**src/rtl/mem_port_arbiter.sv**
```systemverilog
// Purpose: shares one single-port sync memory between CPU port C and DMA port D.
// Latency: grant/mem strobe same cycle; read data returns READ_LATENCY cycles after issue.
// Backpressure: requester holds req until gnt; no issue while a read is outstanding.
// Optional build macro: MEM_ARB_ROUND_ROBIN_EN (alternating priority instead of C-priority with D anti-starvation).
module mem_port_arbiter #(
   parameter int WIDTH        = 32,
   parameter int ADDR_WIDTH   = 10,
   parameter int READ_LATENCY = 1,
   parameter int MAX_WAIT     = 4
) (
   input  logic                  clk,
   input  logic                  rst_n,
   input  logic                  c_req,
   input  logic                  c_we,
   input  logic [ADDR_WIDTH-1:0] c_addr,
   input  logic [WIDTH-1:0]      c_wdata,
   output logic                  c_gnt,
   output logic                  c_rvalid,
   output logic [WIDTH-1:0]      c_rdata,
   input  logic                  d_req,
   input  logic                  d_we,
   input  logic [ADDR_WIDTH-1:0] d_addr,
   input  logic [WIDTH-1:0]      d_wdata,
   output logic                  d_gnt,
   output logic                  d_rvalid,
   output logic [WIDTH-1:0]      d_rdata,
   output logic                  mem_en,
   output logic                  mem_we,
   output logic [ADDR_WIDTH-1:0] mem_addr,
   output logic [WIDTH-1:0]      mem_wdata,
   input  logic [WIDTH-1:0]      mem_rdata,
   output logic                  busy
);

   typedef enum logic {IDLE, RD_WAIT} state_t;

   localparam logic [2:0] LAT_INIT = 3'(READ_LATENCY);

   state_t           state_q, state_d;
   logic [2:0]       lat_cnt_q, lat_cnt_d;
   logic             owner_q, owner_d;      // 0 = port C, 1 = port D
   logic [WIDTH-1:0] c_rdata_q, d_rdata_q;
   logic             d_win;

`ifdef MEM_ARB_ROUND_ROBIN_EN
   logic last_win_q;                        // 0 = C won last, 1 = D won last

   // D wins alone, or on contention when C took the most recent grant.
   assign d_win = d_req && (!c_req || !last_win_q);

   // Remember the most recent winner; reset to D so C takes the first contention.
   always_ff @(posedge clk or negedge rst_n) begin
      if (!rst_n)     last_win_q <= 1'b1;
      else if (c_gnt) last_win_q <= 1'b0;
      else if (d_gnt) last_win_q <= 1'b1;
   end
`else
   localparam logic [3:0] WAIT_MAX = 4'(MAX_WAIT);
   logic [3:0] wait_cnt_q;

   // C has priority unless D has been denied WAIT_MAX consecutive idle cycles.
   assign d_win = d_req && (!c_req || (wait_cnt_q == WAIT_MAX));

   // Count D denials in IDLE; hold across read waits, clear on grant or withdrawal.
   always_ff @(posedge clk or negedge rst_n) begin
      if (!rst_n)                                    wait_cnt_q <= '0;
      else if (!d_req || d_gnt)                      wait_cnt_q <= '0;
      else if (state_q == IDLE && wait_cnt_q != WAIT_MAX) wait_cnt_q <= wait_cnt_q + 4'd1;
   end
`endif

   // Next-state, memory strobes, grants and read-return pulses.
   always_comb begin
      state_d   = state_q;
      lat_cnt_d = lat_cnt_q;
      owner_d   = owner_q;
      c_gnt     = 1'b0;
      d_gnt     = 1'b0;
      c_rvalid  = 1'b0;
      d_rvalid  = 1'b0;
      mem_en    = 1'b0;
      mem_we    = 1'b0;
      mem_addr  = '0;
      mem_wdata = '0;
      busy      = 1'b0;
      case (state_q)
         IDLE: begin
            if (c_req || d_req) begin
               mem_en = 1'b1;
               if (d_win) begin
                  d_gnt     = 1'b1;
                  mem_we    = d_we;
                  mem_addr  = d_addr;
                  mem_wdata = d_wdata;
               end else begin
                  c_gnt     = 1'b1;
                  mem_we    = c_we;
                  mem_addr  = c_addr;
                  mem_wdata = c_wdata;
               end
               if (!mem_we) begin
                  state_d   = RD_WAIT;
                  lat_cnt_d = LAT_INIT;
                  owner_d   = d_win;
               end
            end
         end
         RD_WAIT: begin
            busy      = 1'b1;
            lat_cnt_d = lat_cnt_q - 3'd1;
            if (lat_cnt_q == 3'd1) begin
               state_d = IDLE;
               if (owner_q) d_rvalid = 1'b1;
               else         c_rvalid = 1'b1;
            end
         end
         default: state_d = IDLE;
      endcase
   end

   // State, latency counter and read owner registers.
   always_ff @(posedge clk or negedge rst_n) begin
      if (!rst_n) begin
         state_q   <= IDLE;
         lat_cnt_q <= '0;
         owner_q   <= 1'b0;
      end else begin
         state_q   <= state_d;
         lat_cnt_q <= lat_cnt_d;
         owner_q   <= owner_d;
      end
   end

   // Capture returning read data for the owner so it holds between pulses.
   always_ff @(posedge clk or negedge rst_n) begin
      if (!rst_n) begin
         c_rdata_q <= '0;
         d_rdata_q <= '0;
      end else begin
         if (c_rvalid) c_rdata_q <= mem_rdata;
         if (d_rvalid) d_rdata_q <= mem_rdata;
      end
   end

   // Read data is visible in the rvalid cycle itself, then held.
   assign c_rdata = c_rvalid ? mem_rdata : c_rdata_q;
   assign d_rdata = d_rvalid ? mem_rdata : d_rdata_q;

endmodule
```
**config.mk**
```make
export PLATFORM = sky130hd
export DESIGN_NAME = mem_port_arbiter
export DESIGN_NICKNAME = d
export VERILOG_FILES = /design/src/rtl/mem_port_arbiter.sv
export SDC_FILE = /design/constraint.sdc
export NUM_CORES = 1
export LEC_CHECK = 0
export BUFFER_PORTS_ARGS = -buffer_cell sky130_fd_sc_hd__buf_2
export CAP_MARGIN = 10
export CORE_UTILIZATION = 40
export CTS_CLUSTER_SIZE = 10
export DETAILED_ROUTE_END_ITERATION = 8
export GPL_TIMING_DRIVEN = 0
export HOLD_SLACK_MARGIN = 0.03
export PLACE_DENSITY = 0.77
export SYNTH_ARGS = -nofsm -noshare
export SYNTH_HDL_FRONTEND = slang
export SYNTH_SLANG_ARGS = --single-unit
```
**constraint.sdc**
```tcl
create_clock -name clk -period 1.7 [get_ports clk]
set_input_delay 0.255 -clock clk [delete_from_list [all_inputs] [get_ports clk]]
set_output_delay 0.255 -clock clk [all_outputs]
set_load 0.1 [all_outputs]
```
==> run metrics, run 1 <==
core area 9730 sq um; library cells used by synthesis 33; CP max FO 9; TritonRoute pass-1 iters 4; CTS Hold Buffers Added 0; HPWL Detailed 9.58 mm; main combinational cell family by area after synthesis compound AO/OA/AOI/OAI gates; first-pass GRT wire length 24.5 mm; Core Rows 36; violated checks setup timing; largest net degree at the start of global routing 74; final core utilization 0.871; TritonCTS Buffers 9; kind of critical path register to output pin; vias 4164; CP Capture Type output pin; status finished with violations; CTS sink count 73; Layout Skew 0.0158 ns; HP Class primary input to asynchronous set/reset pin; number of synthesized register bits 73; Die ar. 10400 sq um; Register Area 1830 sq um; Finished Layout Cells 769; dpl ws -0.655 ns; top cells by area, synth dfrtp_1 46%, mux2_2 18%, a21bo_2 10%; total global routing overflow 0; Tcrit/Tclk final 1.39; Final Instance Area 8470 sq um; Synth Area in XOR/XNOR 0.00437; IO Count 235; worst slew pin tran 0.915 ns; nets 757; # DRC 0; Placed Instances 724; TritonCTS clock tree yes; Synth Area in Simple Gates 0.101; chip width 102 um; max cap viols 0; n_diodes 0; syn nets 484; 1st-iter DRT viols 121; r2r worst-path depth 8; GP Congestion 0.797; Clock Tree Root clkbuf_8; vias in the first global route 4419; initial antenna violation count 0; Startpoint Class register; Cell Area, Synth 4010 sq um; Starting Density 0.412; Avg Cell Area, Syn 11.2 sq um; share of cells above drive strength 1 0.778; endpoints failing hold 0; Die Span Y 102 um; WL/cell 22.6 um; final-report setup violation count 127; post-route worst setup slack -0.671 ns; sequential share of the synthesized area 0.456; area occupied by multi-input gates 2920 sq um; Final Max Tran Viols 0; Syn Inst Count 358; Worst EP arrival 2.12 ns; multiplexer area fraction after synthesis 0.182; Clock Tree Buf Depth 2; fillers 433; DR vias/cell 5.41; Post-Synth Adder-Cell Area 0.0125; clk slew on worst S/H paths 0.10 ns; max_slew headroom 0.390; Port Buf Inserts 233; Peak Freq 0.422 GHz; yosys warns 0; Synth Area in Compound Gates 0.187; top-area cell type share of the netlist area 0.456; Area Overhead vs Synth 111%; final WL 17.4 mm; RSZ-0062 raised after global routing true; Antenna Nets Post-Route 0; GRT Util Overall 0.316; Area after DPL 6250 sq um; Tmin final 2.37 ns; Worst EP required 1.44 ns; Yosys top cell by area dfrtp_1; worst skew pair latency 0.35 ns; H-tree Lvls 3
-- layer usage --
metal  vias up  routed length [um]  global-route usage
met2       216                9540               0.612
met1      2066                6000               0.334
met5         -                   0                   0
li1       1834                   -                   -
met3        48                1080              0.0698
met4         0                 743               0.110
-- through the flow --
step / hold WS (ns) / TNS, ns
final: 0.0252 / -65.96
after global routing: 0.0863 / -76.98
after CTS: 0.0565 / -65.63
after detailed placement: 0.440 / -63.89
after global placement: 0.473 / -58.81
after floorplan: -0.0406 / -50.53
-- Yosys cell counts (all sizes together) --
cell and instances:
nor2 6, o311ai 1, a2111o 1, dfrtp 73, a21o 1, a32o 1, a21boi 2, o21ai 1
a21bo 42, nand3b 1, nand2b 2, nor3b 2, xor2 2, a31oi 2, ha 4, mux2i 1
buf 24, a21oi 48, nand3 46, and3 1, nor2b 2, inv 7, o21bai 1, nand4b 4
nand2 5, nand4 2, a311o 1, mux2 64, clkbuf 11
-- critical path: stages (launching register included) --
cell      delay [ns]
dfrtp_1         0.40
inv_2           0.08
ha_4            0.15
nand2b_4        0.06
nor3b_4         0.21
buf_12          0.19
buf_12          0.14
mux2_4          0.34
buf_12          0.17
-- placed cells by master (no fill, tap or decap), types with 11 or more instances in the layout --
cell type / count
buf_2: 125
buf_12: 98
dfrtp_1: 71
mux2_4: 62
a21oi_4: 45
buf_4: 34
a21bo_2: 31
buf_6: 24
nand3_1: 24
nand3_2: 21
a21bo_4: 11
clkbuf_8: 11
-- repair_timing --
item,CTS,global route
gates cloned,2,2
pin swaps,15,3
endpoints found under the setup margin,173,139
resized for setup,408,54
buffers inserted,20,6
-- kinds of logic after synthesis --
| family | count (synthesis) |
|---|---|
| compound gates | 101 |
| flops | 73 |
| simple gates | 71 |
| mux | 65 |
| buf+inv | 42 |
| fa+ha+maj | 4 |
| xor+xnor | 2 |
-- layout make-up --
class,instances,area share
timing repair buffer,263,0.346
buffer,34,0.0480
clock inverter,7,0.00738
tap,133,0.0196
multi-input combinational,243,0.344
clock buffer,9,0.0146
inverter,7,0.00399
sequential,73,0.216
-- registers in the layout (all words and copies together), names as in the netlist --
signal,flops
owner_q,1
lat_cnt_q,3
wait_cnt_q,4
state_q,1
d_rdata_q,32
c_rdata_q,32
-- path summary, 6_finish.rpt --
kind	startpoint	endpoint	slack, ns
worst max-delay path	lat_cnt_q[1]$_DFFE_PN0P_	c_rdata[25]	-0.67
worst min-delay path	rst_n	d_rdata_q[2]$_DFF_PN0_	0.03
worst max register to register	lat_cnt_q[1]$_DFFE_PN0P_	c_rdata_q[10]$_DFF_PN0_	-0.10
worst min register to register	d_rdata_q[17]$_DFF_PN0_	d_rdata_q[17]$_DFF_PN0_	0.50
max in group asynchronous	rst_n	state_q$_DFF_PN0_	0.98
min in group clk	mem_rdata[11]	d_rdata_q[11]$_DFF_PN0_	0.16
Power of run 1 is left out: the tool's default activity adds up to more than one toggle a clock period on the data nets, which glitch-free logic cannot reach.
==> inputs of run 2 (changes only) <==
CORE_UTILIZATION = 29   (was 40)
PLACE_DENSITY = default   (was 0.77)
TNS_END_PERCENT = 10   (was default)
==> run metrics, run 2 (synthesis results as in run 1) <==
Die Span Y 120 um; initial antenna violation count 0; GP Congestion 0.798; IO Count 235; TritonCTS Buffers 9; largest registers c_rdata_q (32), d_rdata_q (32), wait_cnt_q (4); Startpoint Class register; max cap viols 0; max_slew headroom 0.387; TritonCTS clock tree yes; HP Class primary input to asynchronous set/reset pin; post-route worst setup slack -0.632 ns; vias in the first global route 4249; CP Capture Type output pin; RSZ-0062 raised after global routing true; chip width 120 um; total global routing overflow 0; violated checks setup timing; H-tree Lvls 3; final-report setup violation count 117; # DRC 0; Clock Tree Root clkbuf_16; first-pass GRT wire length 22.6 mm; most common cell after layout, fill and taps aside buf_2; CTS sink count 73; 1st-iter DRT viols 231; clk slew on worst S/H paths 0.06 ns; Area Overhead vs Synth 105%; Worst EP required 1.44 ns; Layout Skew 0.00432 ns; kind of critical path register to output pin; Tmin final 2.33 ns; largest net degree at the start of global routing 74; Core Rows 42; DR vias/cell 4.86; HPWL Detailed 10.0 mm; setup TNS -61.52 ns; TritonRoute pass-1 iters 4; nets 747; Worst EP arrival 2.08 ns; fillers 993; CP max FO 10; commonest non-fill, non-tap cells in the layout 124 x buf_2, 80 x buf_12, 71 x dfrtp_1, 54 x buf_6, 45 x a21oi_4; Antenna Nets Post-Route 0; status finished with violations; WL/cell 18.2 um; Peak Freq 0.429 GHz; worst slew pin tran 0.920 ns; core area 13300 sq um; vias 3901; Final Max Tran Viols 0; endpoints failing hold 0; final WL 14.6 mm; Port Buf Inserts 233; n_diodes 0; GRT Util Overall 0.202; Clock Tree Buf Depth 2; Tcrit/Tclk final 1.37; Starting Density 0.300; share of cells above drive strength 1 0.752; worst skew pair latency 0.33 ns; Die ar. 14300 sq um
## run 2: cell types whose count changed in the layout (fill, tap and decap cells not counted), moves of 18 or more
cell / change
mux2_2: +31
mux2_4: -31
buf_6: +30
buf_4: -22
buf_12: -18
## run 2: area by class of cell
cell class	count	area (sq um)	area share
Buffer	35	397	0.0483
Clock buffer	9	225	0.0274
Clock inverter	7	70.1	0.00854
Inverter	7	30.0	0.00366
Multi-Input combinational cell	243	2700	0.329
Sequential cell	73	1830	0.223
Tap cell	176	220	0.0268
Timing Repair Buffer	252	2740	0.333
## run 2: path summary, 6_finish.rpt
| check | from | endpoint | slack (ns) | cells after the start |
|---|---|---|---|---|
| min in group clk | mem_rdata[23] | c_rdata_q[23]$_DFF_PN0_ | 0.20 | 2 |
| worst min register to register | d_rdata_q[13]$_DFF_PN0_ | d_rdata_q[13]$_DFF_PN0_ | 0.51 | 1 |
| worst min-delay path | rst_n | c_rdata_q[27]$_DFF_PN0_ | 0.07 | 1 |
| max in group asynchronous | rst_n | state_q$_DFF_PN0_ | 0.94 | 1 |
| worst max register to register | lat_cnt_q[1]$_DFFE_PN0P_ | c_rdata_q[15]$_DFF_PN0_ | -0.06 | 8 |
| worst max-delay path | wait_cnt_q[0]$_DFFE_PN0P_ | mem_wdata[3] | -0.63 | 8 |
## run 2: worst max-delay path, cell delays in order, from the launching register on
cell	delay, ns
dfrtp_1	0.40
inv_2	0.07
ha_4	0.13
nand4b_1	0.19
buf_6	0.20
buf_6	0.13
a21bo_2	0.23
a21oi_4	0.19
buf_12	0.19
## run 2: stage by stage
step	cell area (sq um)	hold slack (ns)	util	std cells	worst slack (ns)
final	8210	0.0697	0.615	802	-0.632
after detailed placement	6120	0.453	0.458	767	-0.728
after floorplan	4730	-0.0406	-	358	-0.406
after global placement	6110	0.473	0.458	767	-0.711
after global routing	8210	0.145	0.615	802	-0.721
after CTS	7870	0.0979	0.590	797	-0.666
## run 2: timing repair
action | CTS | global route
endpoints found under the hold margin | 0 | 0
pin swaps | 14 | 20
setup endpoints to repair | 174 | 141
gates resized for setup | 372 | 77
setup buffers | 12 | 4
hold buffers | 0 | 0
cloned | 2 | 1
## run 2: routing by layer
metal  wire length [um]  up-vias  GRT usage
met3               1110       15     0.0551
met1               5420     1883      0.222
met4                238        0     0.0586
met2               7790      186      0.376
li1                   -     1817          -
met5                  0        -          0
Power of run 2 is left out for the same reason.
